### src/rtl/fetch_queue.sv
// rtl/fetch_queue.sv - instruction fetch queue between fetch and decode
//
// Circular FIFO of {pc, inst} pairs with first-word fall-through dequeue.
// Ports:
//   clk_i, rst_n_i               clock, asynchronous active-low reset
//   flush_i                      redirect: discard all entries
//   enq_valid_i/enq_pc_i/enq_inst_i   instruction from fetch / imem
//   full_o, afull_o              backpressure (afull leaves room for in-flight fetch)
//   deq_valid_o/deq_pc_o/deq_inst_o/deq_ready_i   head entry to decode
//   count_o                      occupancy
//   overflow_o                   sticky: an enqueue was dropped while full
module fetch_queue #(
    parameter int          DEPTH        = 8,
    parameter int          AFULL_MARGIN = 2,
    parameter logic [31:0] PC_RESET     = 32'h1ECE_B000
) (
    input  logic                       clk_i,
    input  logic                       rst_n_i,
    input  logic                       flush_i,
    input  logic                       enq_valid_i,
    input  logic [31:0]                enq_pc_i,
    input  logic [31:0]                enq_inst_i,
    output logic                       full_o,
    output logic                       afull_o,
    output logic                       deq_valid_o,
    output logic [31:0]                deq_pc_o,
    output logic [31:0]                deq_inst_o,
    input  logic                       deq_ready_i,
    output logic [$clog2(DEPTH):0]     count_o,
    output logic                       overflow_o
);

    localparam int AW = $clog2(DEPTH);
    localparam int PW = AW + 1;
    localparam logic [31:0]   INST_NOP = 32'h0000_0013;
    localparam logic [PW-1:0] DEPTH_P  = PW'(DEPTH);
    localparam logic [PW-1:0] MARGIN_P = PW'(AFULL_MARGIN);

    logic [63:0]   mem [DEPTH];
    logic [PW-1:0] head_q;
    logic [PW-1:0] tail_q;
    logic [PW-1:0] count;
    logic [PW-1:0] free_cnt;
    logic          overflow_q;
    // Last head value shown on deq_*; drives the outputs while empty.
    logic [31:0]   hold_pc_q;
    logic [31:0]   hold_inst_q;

    logic          empty;
    logic          full;
    logic          deq_fire;
    logic          enq_accept;
    logic          enq_drop;
    logic [63:0]   head_entry;

    assign empty    = (head_q == tail_q);
    assign full     = (head_q[AW-1:0] == tail_q[AW-1:0]) && (head_q[AW] != tail_q[AW]);
    assign count    = tail_q - head_q;
    assign free_cnt = DEPTH_P - count;

    assign deq_fire   = ~empty & deq_ready_i & ~flush_i;
    // A full queue can still take a new entry when the head leaves this cycle.
    assign enq_accept = enq_valid_i & ~flush_i & (~full | deq_fire);
    assign enq_drop   = enq_valid_i & ~flush_i & full & ~deq_fire;

    assign head_entry = mem[head_q[AW-1:0]];

    assign full_o      = full;
    assign afull_o     = (free_cnt <= MARGIN_P);
    assign deq_valid_o = ~empty;
    assign deq_pc_o    = empty ? hold_pc_q   : head_entry[63:32];
    assign deq_inst_o  = empty ? hold_inst_q : head_entry[31:0];
    assign count_o     = count;
    assign overflow_o  = overflow_q;

    // Storage is deliberately not reset; only the pointers define validity.
    always_ff @(posedge clk_i) begin
        if (enq_accept) begin
            mem[tail_q[AW-1:0]] <= {enq_pc_i, enq_inst_i};
        end
    end

    always_ff @(posedge clk_i or negedge rst_n_i) begin
        if (!rst_n_i) begin
            head_q      <= '0;
            tail_q      <= '0;
            overflow_q  <= 1'b0;
            hold_pc_q   <= PC_RESET;
            hold_inst_q <= INST_NOP;
        end else begin
            if (enq_drop) begin
                overflow_q <= 1'b1;
            end
            if (flush_i) begin
                head_q      <= '0;
                tail_q      <= '0;
                hold_pc_q   <= PC_RESET;
                hold_inst_q <= INST_NOP;
            end else begin
                if (!empty) begin
                    hold_pc_q   <= head_entry[63:32];
                    hold_inst_q <= head_entry[31:0];
                end
                if (deq_fire) begin
                    head_q <= head_q + 1'b1;
                end
                if (enq_accept) begin
                    tail_q <= tail_q + 1'b1;
                end
            end
        end
    end

endmodule

### config.mk
export PLATFORM = sky130hd
export DESIGN_NAME = fetch_queue
export DESIGN_NICKNAME = d
export VERILOG_FILES = /design/src/rtl/fetch_queue.sv
export SDC_FILE = /design/constraint.sdc
export NUM_CORES = 1
export LEC_CHECK = 0
export CORE_AREA = 2 2 279 281
export CTS_BUF_LIST = sky130_fd_sc_hd__clkbuf_4
export DETAILED_ROUTE_END_ITERATION = 10
export DIE_AREA = 0 0 281 283
export PLACE_DENSITY = 0.51
export RECOVER_POWER = 50
export SETUP_SLACK_MARGIN = 0.1
export SYNTH_ARGS = -nofsm -noshare
export SYNTH_HDL_FRONTEND = slang
export SYNTH_SLANG_ARGS = --single-unit
### constraint.sdc
create_clock -name clk_i -period 7.4 [get_ports clk_i]
set_input_delay 1.85 -clock clk_i [delete_from_list [all_inputs] [get_ports clk_i]]
set_output_delay 1.85 -clock clk_i [all_outputs]
set_load 0.02 [all_outputs]
==> impl_metrics.ini, run 1 <==
[status]
status = complete, but fails checks
failed_checks = max-capacitance violations, max-slew violations

[clock_network]
cts_buffers = 150
cts_hold_buffers = 0
cts_root_buf = clkbuf_4
ctsLongestPathBuffers = 3
htreeDepth = 4
clkTransAtPathRegs_ps = 70
cts.sinks = 585
cts_tree = yes
ctsResizeCount = 0
worstSkewPairLatency_ps = 920
cts_setup_buffers = 0

[critical_path]
required_ps = 5550
cp_common_cell = nor2_1
crit_type = reg2out
max_stage_delay_ps = 710
crit_arrival_ps = 4500
critPathMaxFanout = 63
critPathSlowestCell = dfrtp_4
critPathLaunchType = register
cp_cell_sequence = ha_1, nand3_1, nor2_1, inv_4, and3_1, nor2_1, clkdlybuf4s50_1
end_kind = primary output

[power_and_ir_drop]
design_power_total_mw = 8.70
max-vdd-ir-drop_uv = 147
p_leak_nw = 9.34
powerDensity_mw_per_mm2 = 318

[floorplan]
die_area_mm2 = 0.0795
ios = 141
rows = 102
initial_core_util = 0.298
core_area_mm2 = 0.0767
die_x_um = 281
die_h_um = 283

[route]
drc = 0
dr.pass1.iters = 5
totalWireLength_um = 54400
first_iter_violations = 703
detail_route.wl_per_cell_um = 20.5
drtAntennaViolNets = 0
routed_via_density = 4.59
via_count = 12200

[grt]
antenna_found_initial = 20
track_usage = 0.140
grt_max_degree = 64
gr-total-overflow = 0
grt_pass1_vias = 13000
grt_pass1_wl_um = 81400

[finish]
final_area_mm2 = 0.0274
stdcell_count = 2658
nets = 1569
drive_gt1_frac = 0.270
final_util = 0.357
syn_to_final_growth_pct = 19.8

[logic_synthesis]
syn_area_per_cell_um2 = 18.5
synth_area_leaders = edfxtp_1, mux4_2, dfrtp_1
syn_area_mm2 = 0.0228
ys_seq_elements = 585
synth_fp_nets = 1314
yosys_warnings = 0
synth_top_area_frac = 0.673
ys_types = 46
yosys.area.top_type = edfxtp_1
syn_inst = 1237
yosysSeqAreaShare = 0.754

[run]
max-cap-violations = 2

[placed_design]
pre_cts_ws_ps = 2140
hpwlAfterDp_um = 29600
dpl.cell_count = 2380
post_dp_cell_area_mm2 = 0.0255
portBuffers = 140
gp_congestion = 0.690

[timing]
setup_ws_ps = 1050
clock_skew_ps = 39.6
hold_violations = 0
holdWs_ps = 475
timing.final.crit_share = 0.859
min_period_ps = 6350
setup_viol = 0
max_freq_ghz = 0.157
worstMarginPinSlew_ps = 2490
rsz0062_at_grt = no
slew_violations = 76
slew_headroom = -0.659
setup-tns-final_ps = 0

[hold_path]
min_path_type = reg2reg
registers in the layout, indices dropped and copies added, names as in the netlist:
register,flops
overflow_o,1
hold_inst_q,32
hold_pc_q,32
mem,512
head_q,4
tail_q,4
cell type report:
class / instances / area [um2]
Sequential cell: 585 / 17200
Tap cell: 1040 / 1300
Inverter: 7 / 28.8
Fill cell: 7317 / 49300
Timing Repair Buffer: 169 / 1610
Antenna cell: 3 / 7.51
Clock buffer: 225 / 1690
Clock inverter: 50 / 250
Multi-Input combinational cell: 579 / 5260
cells in the mapped netlist, drive strengths merged:
master / n
and3: 51
nor3: 67
edfxtp: 512
nand2b: 3
mux4: 113
o31ai: 1
ha: 7
o211ai: 2
buf: 42
nor2b: 1
a211o: 15
nor2: 128
mux2i: 1
o21ai: 2
a21oi: 4
o2111a: 1
xnor2: 4
fa: 1
nand2: 103
or3: 1
o311ai: 4
o22ai: 15
a21o: 16
mux2: 30
nand3b: 1
nand3: 2
clkbuf: 24
a211oi: 1
dfrtp: 58
xor2: 5
dfstp: 15
inv: 7
routing by layer:
| layer | share of wire | up-vias | global-route usage |
|---|---|---|---|
| li1 | - | 5458 | - |
| met1 | 0.44 | 6327 | 0.179 |
| met2 | 0.48 | 320 | 0.223 |
| met3 | 0.061 | 90 | 0.0498 |
| met4 | 0.015 | 18 | 0.0394 |
| met5 | 0.0022 | - | 0 |
cell families after synthesis:
logic type / count (synthesis) / synth area share
muxes: 144 / 0.128
and+or+nand+nor: 357 / 0.0712
xor gates and xnor gates: 9 / 0.00378
adders and majority gates: 8 / 0.00471
DFF: 585 / 0.754
AOI/OAI and AO/OA: 61 / 0.0201
buffers and inverters: 73 / 0.0181
worst max-delay path, delay by kind of cell, from the launching register on:
kind / cells / cell delay, ps
simple gates: 4 / 1300
buf+inv: 2 / 1030
fa+ha+maj: 1 / 510
flops: 1 / 710
cells in the final DEF (no fill, tap or decap), drive strengths merged, types with 40 or more instances in the layout:
cell type,n
nand2,103
nor2,128
clkdlybuf4s50,74
mux4,113
dlygate4sd3,64
dfrtp,58
clkbuf,229
nor3,67
clkinv,40
and3,51
edfxtp,512
power by group:
part,total [mW],internal [mW],switching (mW)
Clock,2.75,1.46,1.28
Combinational,2.10,0.930,1.17
Sequential,3.86,3.77,0.0810
final timing paths:
check,slack [ps],start,cells after the start,to
worst max-delay path,1050,head_q[0],7,deq_inst_o[30]
worst min-delay path,470,overflow_o,1,overflow_o
worst max register to register,3700,head_q[0],6,mem[0][40]
worst min register to register,470,overflow_o,1,overflow_o
max in group asynchronous,2200,rst_n_i,2,head_q[2]
min in group asynchronous,1610,rst_n_i,1,hold_inst_q[10]
No activity file was read; power rests on OpenSTA's default activity.
==> run 2: changes to the inputs <==
TNS_END_PERCENT = 100   (was default)
==> results of run 2 <==
No change in the layout: final DEF, timing and power equal those of run 1.
